===== src/rtl/fetch_unit_if.sv =====
// Fetch-stage bus: instruction-memory handshake, redirect input and the
// instruction/fields presented to decode.
interface fetch_unit_if #(
    parameter int AW = 32
);
    logic          imem_req;
    logic [AW-1:0] imem_addr;
    logic          imem_ack;
    logic [31:0]   imem_rdata;
    logic          id_ready;
    logic          br_taken;
    logic [AW-1:0] br_target;
    logic          if_valid;
    logic [31:0]   if_instr;
    logic [AW-1:0] if_pc;
    logic [3:0]    op;
    logic [3:0]    rd;
    logic [3:0]    rs1;
    logic [3:0]    rs2;
    logic [15:0]   imm;

    modport master (
        output imem_req, imem_addr, if_valid, if_instr, if_pc, op, rd, rs1, rs2, imm,
        input  imem_ack, imem_rdata, id_ready, br_taken, br_target
    );

    modport slave (
        input  imem_req, imem_addr, if_valid, if_instr, if_pc, op, rd, rs1, rs2, imm,
        output imem_ack, imem_rdata, id_ready, br_taken, br_target
    );
endinterface


===== src/rtl/fetch_unit.sv =====
// Instruction fetch stage: PC, request/ack fetch from instruction memory,
// branch redirect (also while a fetch is outstanding) and decode hand-off.
module fetch_unit #(
    parameter int            AW       = 32,
    parameter logic [AW-1:0] RESET_PC = '0
) (
    input  logic         clk,
    input  logic         rst_n,
    fetch_unit_if.master bus
);
    typedef enum logic [1:0] {BOOT, FETCH, DISCARD, ISSUE} state_t;

    state_t        state;
    state_t        state_next;
    logic [AW-1:0] pc;
    logic [AW-1:0] tgt;
    logic [AW-1:0] ipc;
    logic [31:0]   ir;
    logic          valid;

    always_ff @(posedge clk or negedge rst_n) begin
        if (!rst_n) state <= BOOT;
        else        state <= state_next;
    end

    always_comb begin
        state_next = state;
        case (state)
            BOOT:    state_next = FETCH;
            FETCH: begin
                if (bus.imem_ack && !bus.br_taken)      state_next = ISSUE;
                else if (!bus.imem_ack && bus.br_taken) state_next = DISCARD;
            end
            DISCARD: if (bus.imem_ack) state_next = FETCH;
            ISSUE:   if (bus.br_taken || bus.id_ready) state_next = FETCH;
            default: state_next = BOOT;
        endcase
    end

    // The address of an outstanding request never moves; a redirect that
    // arrives mid-fetch is parked in tgt until the stale ack is dropped.
    always_ff @(posedge clk or negedge rst_n) begin
        if (!rst_n) begin
            pc  <= RESET_PC;
            tgt <= '0;
            ipc <= '0;
            ir  <= '0;
        end else begin
            case (state)
                FETCH: begin
                    if (bus.imem_ack && !bus.br_taken) begin
                        ir  <= bus.imem_rdata;
                        ipc <= pc;
                        pc  <= pc + AW'(4);
                    end else if (bus.imem_ack && bus.br_taken) begin
                        pc <= bus.br_target;
                    end else if (bus.br_taken) begin
                        tgt <= bus.br_target;
                    end
                end
                DISCARD: begin
                    if (bus.imem_ack) pc  <= bus.br_taken ? bus.br_target : tgt;
                    else if (bus.br_taken) tgt <= bus.br_target;
                end
                ISSUE: begin
                    if (bus.br_taken) pc <= bus.br_target;
                end
                default: ;
            endcase
        end
    end

    // Fields are forced to zero outside ISSUE since opcode 0 is a real ADD.
    always_comb begin
        valid          = (state == ISSUE);
        bus.imem_req   = (state == FETCH) || (state == DISCARD);
        bus.imem_addr  = pc;
        bus.if_valid   = valid;
        bus.if_instr   = valid ? ir  : 32'd0;
        bus.if_pc      = valid ? ipc : '0;
        bus.op         = bus.if_instr[31:28];
        bus.rd         = bus.if_instr[27:24];
        bus.rs1        = bus.if_instr[23:20];
        bus.rs2        = bus.if_instr[19:16];
        bus.imm        = bus.if_instr[15:0];
    end
endmodule


===== src/flat_wrapper.sv =====
// flat-port wrapper written by rule: the top's interface ports become plain ports
module fetch_unit_flat 
#(
    parameter int            AW       = 32,
    parameter logic [AW-1:0] RESET_PC = '0
)
  (clk, rst_n, bus_imem_req, bus_imem_addr, bus_if_valid, bus_if_instr, bus_if_pc, bus_op, bus_rd, bus_rs1, bus_rs2, bus_imm, bus_imem_ack, bus_imem_rdata, bus_id_ready, bus_br_taken, bus_br_target);
  fetch_unit_if #(.AW(AW)) bus_i ();
  input  logic clk;
  input  logic rst_n;
  output wire logic [$bits(bus_i.imem_req)-1:0] bus_imem_req;
  output wire logic [$bits(bus_i.imem_addr)-1:0] bus_imem_addr;
  output wire logic [$bits(bus_i.if_valid)-1:0] bus_if_valid;
  output wire logic [$bits(bus_i.if_instr)-1:0] bus_if_instr;
  output wire logic [$bits(bus_i.if_pc)-1:0] bus_if_pc;
  output wire logic [$bits(bus_i.op)-1:0] bus_op;
  output wire logic [$bits(bus_i.rd)-1:0] bus_rd;
  output wire logic [$bits(bus_i.rs1)-1:0] bus_rs1;
  output wire logic [$bits(bus_i.rs2)-1:0] bus_rs2;
  output wire logic [$bits(bus_i.imm)-1:0] bus_imm;
  input wire logic [$bits(bus_i.imem_ack)-1:0] bus_imem_ack;
  input wire logic [$bits(bus_i.imem_rdata)-1:0] bus_imem_rdata;
  input wire logic [$bits(bus_i.id_ready)-1:0] bus_id_ready;
  input wire logic [$bits(bus_i.br_taken)-1:0] bus_br_taken;
  input wire logic [$bits(bus_i.br_target)-1:0] bus_br_target;
  assign bus_imem_req = bus_i.imem_req;
  assign bus_imem_addr = bus_i.imem_addr;
  assign bus_if_valid = bus_i.if_valid;
  assign bus_if_instr = bus_i.if_instr;
  assign bus_if_pc = bus_i.if_pc;
  assign bus_op = bus_i.op;
  assign bus_rd = bus_i.rd;
  assign bus_rs1 = bus_i.rs1;
  assign bus_rs2 = bus_i.rs2;
  assign bus_imm = bus_i.imm;
  assign bus_i.imem_ack = bus_imem_ack;
  assign bus_i.imem_rdata = bus_imem_rdata;
  assign bus_i.id_ready = bus_id_ready;
  assign bus_i.br_taken = bus_br_taken;
  assign bus_i.br_target = bus_br_target;
  fetch_unit #(.AW(AW), .RESET_PC(RESET_PC)) u_core (.clk(clk), .rst_n(rst_n), .bus(bus_i));
endmodule

===== config.mk =====
export PLATFORM = sky130hd
export DESIGN_NAME = fetch_unit_flat
export DESIGN_NICKNAME = d
export VERILOG_FILES = /design/src/rtl/fetch_unit_if.sv /design/src/rtl/fetch_unit.sv /design/src/flat_wrapper.sv
export SDC_FILE = /design/constraint.sdc
export NUM_CORES = 1
export LEC_CHECK = 0
export BUFFER_PORTS_ARGS = -buffer_cell sky130_fd_sc_hd__buf_2
export CAP_MARGIN = 20
export CORE_UTILIZATION = 55
export CTS_CLUSTER_SIZE = 14
export DETAILED_ROUTE_END_ITERATION = 12
export PLACE_DENSITY = 0.83
export RECOVER_POWER = 100
export SYNTH_ARGS = -nofsm -noshare
export SYNTH_HDL_FRONTEND = slang
export SYNTH_SLANG_ARGS = --single-unit

===== constraint.sdc =====
create_clock -name clk -period 4.7 [get_ports clk]
set_input_delay 0.235 -clock clk [delete_from_list [all_inputs] [get_ports clk]]
set_output_delay 0.235 -clock clk [all_outputs]
set_load 0.01 [all_outputs]

==> results.sh, run 1 <==
export IMPL_drc=0
export IMPL_diodes=0
export IMPL_drt_pass1_iterations=6
export IMPL_cp_end_kind="flip-flop"
export IMPL_postSynth_asyncResetShare=1.00
export IMPL_dpl_cell_area_um2=7980
export IMPL_synth_area_per_cell_um2=10.7
export IMPL_ios=199
export IMPL_place_ws_ps=1420
export IMPL_cts_root_buffer="clkbuf_16"
export IMPL_fin_nets=891
export IMPL_grt_use_total=0.294
export IMPL_dieArea_um2=13500
export IMPL_min_period_ps=3650
export IMPL_path_class="flip-flop to flip-flop"
export IMPL_worstHoldPathType="input pin to flip-flop"
export IMPL_netlist_area_um2=7170
export IMPL_fmax_mhz=274
export IMPL_clock_latency_ps=420
export IMPL_layout_setup_ws_ps=1050
export IMPL_finalSetupViolCount=0
export IMPL_synth_distinct_cells=61
export IMPL_synth_compound_area_frac=0.127
export IMPL_final_area_um2=8380
export IMPL_worstMarginPinSlew_ps=3620
export IMPL_synth_edff_count=0
export IMPL_synth_xor_area_share=0.00244
export IMPL_synth_top_family_by_area="multiplexers"
export IMPL_violations="capacitance limit, slew limit"
export IMPL_die_height_um=116
export IMPL_multi_input_area_um2=3420
export IMPL_path_max_fanout=20
export IMPL_seqCellArea_um2=3250
export IMPL_synth_simple_area_share=0.149
export IMPL_yosysSeqAreaShare=0.454
export IMPL_rows=41
export IMPL_grt_max_degree=81
export IMPL_drt_wirelength_per_cell_um=19.0
export IMPL_syn2layout_area_growth_pct=16.9
export IMPL_drt_total_wl_um=19000
export IMPL_cp_arrival_ps=3950
export IMPL_ys_warnings_count=0
export IMPL_vias=5931
export IMPL_overflow=0
export IMPL_startpoint_type="flip-flop"
export IMPL_pwr_density_cell_nw_per_um2=698
export IMPL_portBuffers=198
export IMPL_core_area_um2=12700
export IMPL_syn_nets=744
export IMPL_die_x_um=116
export IMPL_cts_hold_buf=0
export IMPL_r2r_cells=8
export IMPL_final_antenna_net_count=0
export IMPL_initial_core_util=0.566
export IMPL_viasPerCell=5.94
export IMPL_cts_resized_gates=0
export IMPL_slew_headroom=-1.41
export IMPL_grt_pass1_vias=5775
export IMPL_rrSetupSlack_ps=1050
export IMPL_clock_tree_buffer_depth=2
export IMPL_place_congestion=0.855
export IMPL_status="complete, but fails checks"
export IMPL_tns_ps=0
export IMPL_first_iter_violations=619
export IMPL_synth_fa_ha_area_frac=0.00872
export IMPL_drive_above_1_share=0.290
export IMPL_synth_seq_cells=130
export IMPL_grt_pass1_wl_um=30100
export IMPL_cts_buffers=17
export IMPL_leakagePower_nw=3.76
export IMPL_htreeDepth=4
export IMPL_postCtsSetupBuffers=0
export IMPL_report_final_slew_viol_count=162
export IMPL_final_cells=999
export IMPL_antenna_found_initial=0
export IMPL_synthFlopType="dfrtp_1"
export IMPL_ir_drop_mv=0.378
export IMPL_final_hold_violation_count=0
export IMPL_cts_tree="done"
export IMPL_finalCritPeriodShare=0.777
export IMPL_clk_pin_slew_worst_paths_ps=60
export IMPL_place_inst=970
export IMPL_muxShareOfSynthArea=0.192
export IMPL_drv_cap=3
export IMPL_fillers=1069
export IMPL_crit_required_ps=5000
export IMPL_postSynthCellCount=670
export IMPL_hold_depth=2
export IMPL_finalClockSkew_ps=7.38
export IMPL_cts_sinks=130
export IMPL_detailed_place_hpwl_um=13200
export IMPL_rsz0062_at_grt="false"
cells in the final DEF (no fill, tap or decap), types with 10 or more instances in the layout:
cell type and n:
dfrtp_1 130, buf_2 114, mux2_2 91, clkbuf_1 90, and2_0 45, o21ai_0 43
nor2_1 30, nand2_1 24, a21oi_1 24, and2_1 20, mux2i_1 18, clkbuf_16 17
mux2_1 15, nand3_1 14, and3_1 12, a221oi_1 12, nor3_1 10
power breakdown:
group | internal [W] | leakage, nW | switching, W
registers | 0.00169 | 1.55 | 0.000525
logic | 0.00104 | 1.94 | 0.00134
clock network | 0.000793 | 0.275 | 0.000458
total | 0.00352 | 3.76 | 0.00233
per-stage QoR:
step	utilization	power, W	hold WS, ps
2_1_floorplan	-	0.00386	-60.6
3_3_place_gp	0.630	0.00457	445
3_5_place_dp	0.630	0.00470	457
4_1_cts	0.673	0.00596	21.9
5_1_grt	0.662	0.00624	32.5
6_report	0.662	0.00585	33.0
sequential cells by signal, summed over array words and instances, names as in the netlist:
register / cells
u_core.tgt: 32
u_core.state: 2
u_core.ir: 32
u_core.bus.imem_addr: 32
u_core.ipc: 32
path summary, 6_finish.rpt:
| path | to | start |
|---|---|---|
| max | u_core.bus.imem_addr[24]$_DFFE_PN0P_ | u_core.state[0]$_DFFE_PN0P_ |
| min | u_core.ir[1]$_DFFE_PN0N_ | bus_imem_rdata[1] |
| max reg2reg | u_core.bus.imem_addr[24]$_DFFE_PN0P_ | u_core.state[0]$_DFFE_PN0P_ |
| min reg2reg | u_core.ipc[22]$_DFFE_PN0N_ | u_core.ipc[22]$_DFFE_PN0N_ |
| max in group asynchronous | u_core.bus.imem_addr[19]$_DFFE_PN0P_ | rst_n |
| min in group asynchronous | u_core.bus.imem_addr[7]$_DFFE_PN0P_ | rst_n |
kinds of logic after synthesis:
family / after synthesis
DFF: 130
buffers and inverters: 83
and+or+nand+nor: 190
xor gates and xnor gates: 2
muxes: 124
AOI/OAI and AO/OA: 136
adders and majority gates: 5
worst max-delay path: stages (launching register included):
cell	delay, ps
dfrtp_1	430
inv_1	120
ha_1	500
clkbuf_1	570
inv_1	500
a21o_1	530
a21oi_1	370
o21ai_0	110
or3b_1	390
synth_stat cells (11+ instances only):
master / instances / area share
a21oi_1: 24 / 0.017
a221oi_1: 11 / 0.013
and2_1: 65 / 0.057
and3_1: 12 / 0.010
buf_2: 17 / 0.012
buf_4: 33 / 0.035
clkbuf_1: 23 / 0.012
dfrtp_1: 130 / 0.45
mux2_1: 15 / 0.024
mux2_2: 91 / 0.14
mux2i_1: 18 / 0.025
nand2_1: 24 / 0.013
nand3_1: 14 / 0.0098
nor2_1: 30 / 0.016
nor3_1: 11 / 0.0077
o21ai_0: 31 / 0.022
o21ai_1: 13 / 0.0091
area by class of cell:
type | instances | share of cell area
clock buffers | 22 | 0.0554
clock inverters | 7 | 0.0101
inverters | 6 | 0.00269
multi-input cells | 457 | 0.408
flip-flops and latches | 130 | 0.388
well taps | 172 | 0.0257
repair buffers | 205 | 0.110
layer usage:
layer,vias up,part of all wire,GRT usage
met5,-,0,0
met1,2868,0.42,0.372
met2,331,0.47,0.477
li1,2698,-,-
met3,34,0.091,0.0752
met4,0,0.024,0.132
Note: power is estimated with default switching activity, not from simulation.
==> run 2, diff against run 1 <==
--- a/config.mk
+++ b/config.mk
@@ -7,10 +7,10 @@
 export LEC_CHECK = 0
 export BUFFER_PORTS_ARGS = -buffer_cell sky130_fd_sc_hd__buf_2
 export CAP_MARGIN = 20
-export CORE_UTILIZATION = 55
+export CORE_UTILIZATION = 53
 export CTS_CLUSTER_SIZE = 14
 export DETAILED_ROUTE_END_ITERATION = 12
-export PLACE_DENSITY = 0.83
+export PLACE_DENSITY = 0.81
 export RECOVER_POWER = 100
 export SYNTH_ARGS = -nofsm -noshare
 export SYNTH_HDL_FRONTEND = slang
==> constraint.sdc (replaced) <==
create_clock -name clk -period 3.4 [get_ports clk]
set_input_delay 0.17 -clock clk [delete_from_list [all_inputs] [get_ports clk]]
set_output_delay 0.17 -clock clk [all_outputs]
set_load 0.01 [all_outputs]
==> results.sh, run 2 (synthesized netlist as in run 1, its figures left out) <==
export IMPL_slew_headroom=-0.159
export IMPL_finalClockSkew_ps=6.41
export IMPL_layout_common_cells="dfrtp_1, buf_2, mux2_2"
export IMPL_violations="capacitance limit, slew limit"
export IMPL_drive_above_1_share=0.293
export IMPL_finalSetupViolCount=0
export IMPL_fin_hold_ws_ps=12.4
export IMPL_drt_total_wl_um=19800
export IMPL_cts_root_buffer="clkbuf_16"
export IMPL_ios=199
export IMPL_overflow=0
export IMPL_die_x_um=118
export IMPL_grt_use_total=0.291
export IMPL_drc=0
export IMPL_wl_met2_um=9310
export IMPL_report_final_slew_viol_count=135
export IMPL_detailed_place_hpwl_um=12800
export IMPL_rsz0062_at_grt="false"
export IMPL_min_period_ps=3080
export IMPL_layout_commonest_cell="dfrtp_1"
export IMPL_startpoint_type="flip-flop"
export IMPL_drt_pass1_iterations=5
export IMPL_final_hold_violation_count=0
export IMPL_fin_util=0.668
export IMPL_grt_pass1_wl_um=31700
export IMPL_pwr_density_cell_nw_per_um2=943
export IMPL_diodes=0
export IMPL_r2r_cells=6
export IMPL_final_cells=1044
export IMPL_place_ws_ps=610
export IMPL_rows=42
export IMPL_antenna_found_initial=0
export IMPL_place_inst=980
export IMPL_vias=6161
export IMPL_clock_latency_ps=420
export IMPL_first_iter_violations=751
export IMPL_routed_top_layer="met4"
export IMPL_htreeDepth=4
export IMPL_place_congestion=0.881
export IMPL_hold_depth=2
export IMPL_portBuffers=198
export IMPL_cp_end_kind="flip-flop"
export IMPL_grt_pass1_vias=5868
export IMPL_tns_ps=0
export IMPL_cts_sinks=130
export IMPL_clk_pin_slew_worst_paths_ps=60
export IMPL_fmax_mhz=325
export IMPL_layout_setup_ws_ps=324
export IMPL_ir_drop_mv=0.446
export IMPL_dieArea_um2=14000
export IMPL_leakagePower_nw=3.96
export IMPL_finalCritPeriodShare=0.905
export IMPL_cts_buffers=17
export IMPL_wl_met3_um=1640
export IMPL_initial_core_util=0.541
export IMPL_final_antenna_net_count=0
export IMPL_path_class="flip-flop to flip-flop"
export IMPL_die_height_um=118
export IMPL_path_max_fanout=79
export IMPL_postCtsSetupBuffers=0
export IMPL_cts_tree="done"
export IMPL_cp_arrival_ps=3370
export IMPL_crit_required_ps=3690
export IMPL_drv_cap=2
export IMPL_worstMarginPinSlew_ps=1740
export IMPL_grt_max_degree=80
export IMPL_status="complete, but fails checks"
export IMPL_viasPerCell=5.90
export IMPL_clock_tree_buffer_depth=2
export IMPL_fin_nets=930
export IMPL_drt_wirelength_per_cell_um=19.0
export IMPL_core_area_um2=13200
export IMPL_syn2layout_area_growth_pct=23.3
export IMPL_worstHoldPathType="input pin to flip-flop"
export IMPL_m1WireLength_um=8380
export IMPL_cts_resized_gates=0
==> run 2: area by class of cell <==
cell class	count	area [um2]
Fill cell	1091	4400
Multi-Input combinational cell	457	3440
Sequential cell	130	3250
Timing Repair Buffer	244	1290
Clock buffer	21	460
Tap cell	176	220
Clock inverter	10	158
Inverter	6	22.5
==> run 2: final timing paths <==
path / from / endpoint / slack [ps]
min reg2reg: u_core.ipc[23]$_DFFE_PN0N_ / u_core.ipc[23]$_DFFE_PN0N_ / 480
max in group asynchronous: rst_n / u_core.ir[11]$_DFFE_PN0N_ / 970
max reg2reg: u_core.state[0]$_DFFE_PN0P_ / u_core.bus.imem_addr[24]$_DFFE_PN0P_ / 320
min in group asynchronous: rst_n / u_core.tgt[17]$_DFFE_PN0P_ / 750
max: u_core.state[0]$_DFFE_PN0P_ / u_core.bus.imem_addr[24]$_DFFE_PN0P_ / 320
min: bus_br_target[17] / u_core.tgt[17]$_DFFE_PN0P_ / 10
==> run 2: layer usage <==
layer / vias up / GRT usage
met5: - / 0
met4: 0 / 0.125
met3: 40 / 0.0623
met2: 312 / 0.456
met1: 3027 / 0.391
li1: 2782 / -
==> run 2: worst max-delay path: stages (launching register included) <==
cell and delay (ps):
dfrtp_1 420, ha_1 240, clkbuf_2 750, a21o_1 700
a21oi_1 360, o21ai_0 110, or3b_1 350
==> run 2: power breakdown <==
group	internal (W)	total, W	switching (W)
registers	0.00234	0.00304	0.000705
clock network	0.00126	0.00191	0.000650
logic	0.00149	0.00339	0.00191
==> run 2: stage by stage <==
step | area [um2] | power (W)
floorplan | 7170 | 0.00534
global placement | 8040 | 0.00635
detailed placement | 8040 | 0.00646
CTS | 8990 | 0.00842
global route | 8840 | 0.00884
finish | 8840 | 0.00834
==> run 2: what timing repair did <==
action,in CTS,in global routing
hold endpoints to repair,97,0
hold buffers,33,0
endpoints found under the setup margin,0,0
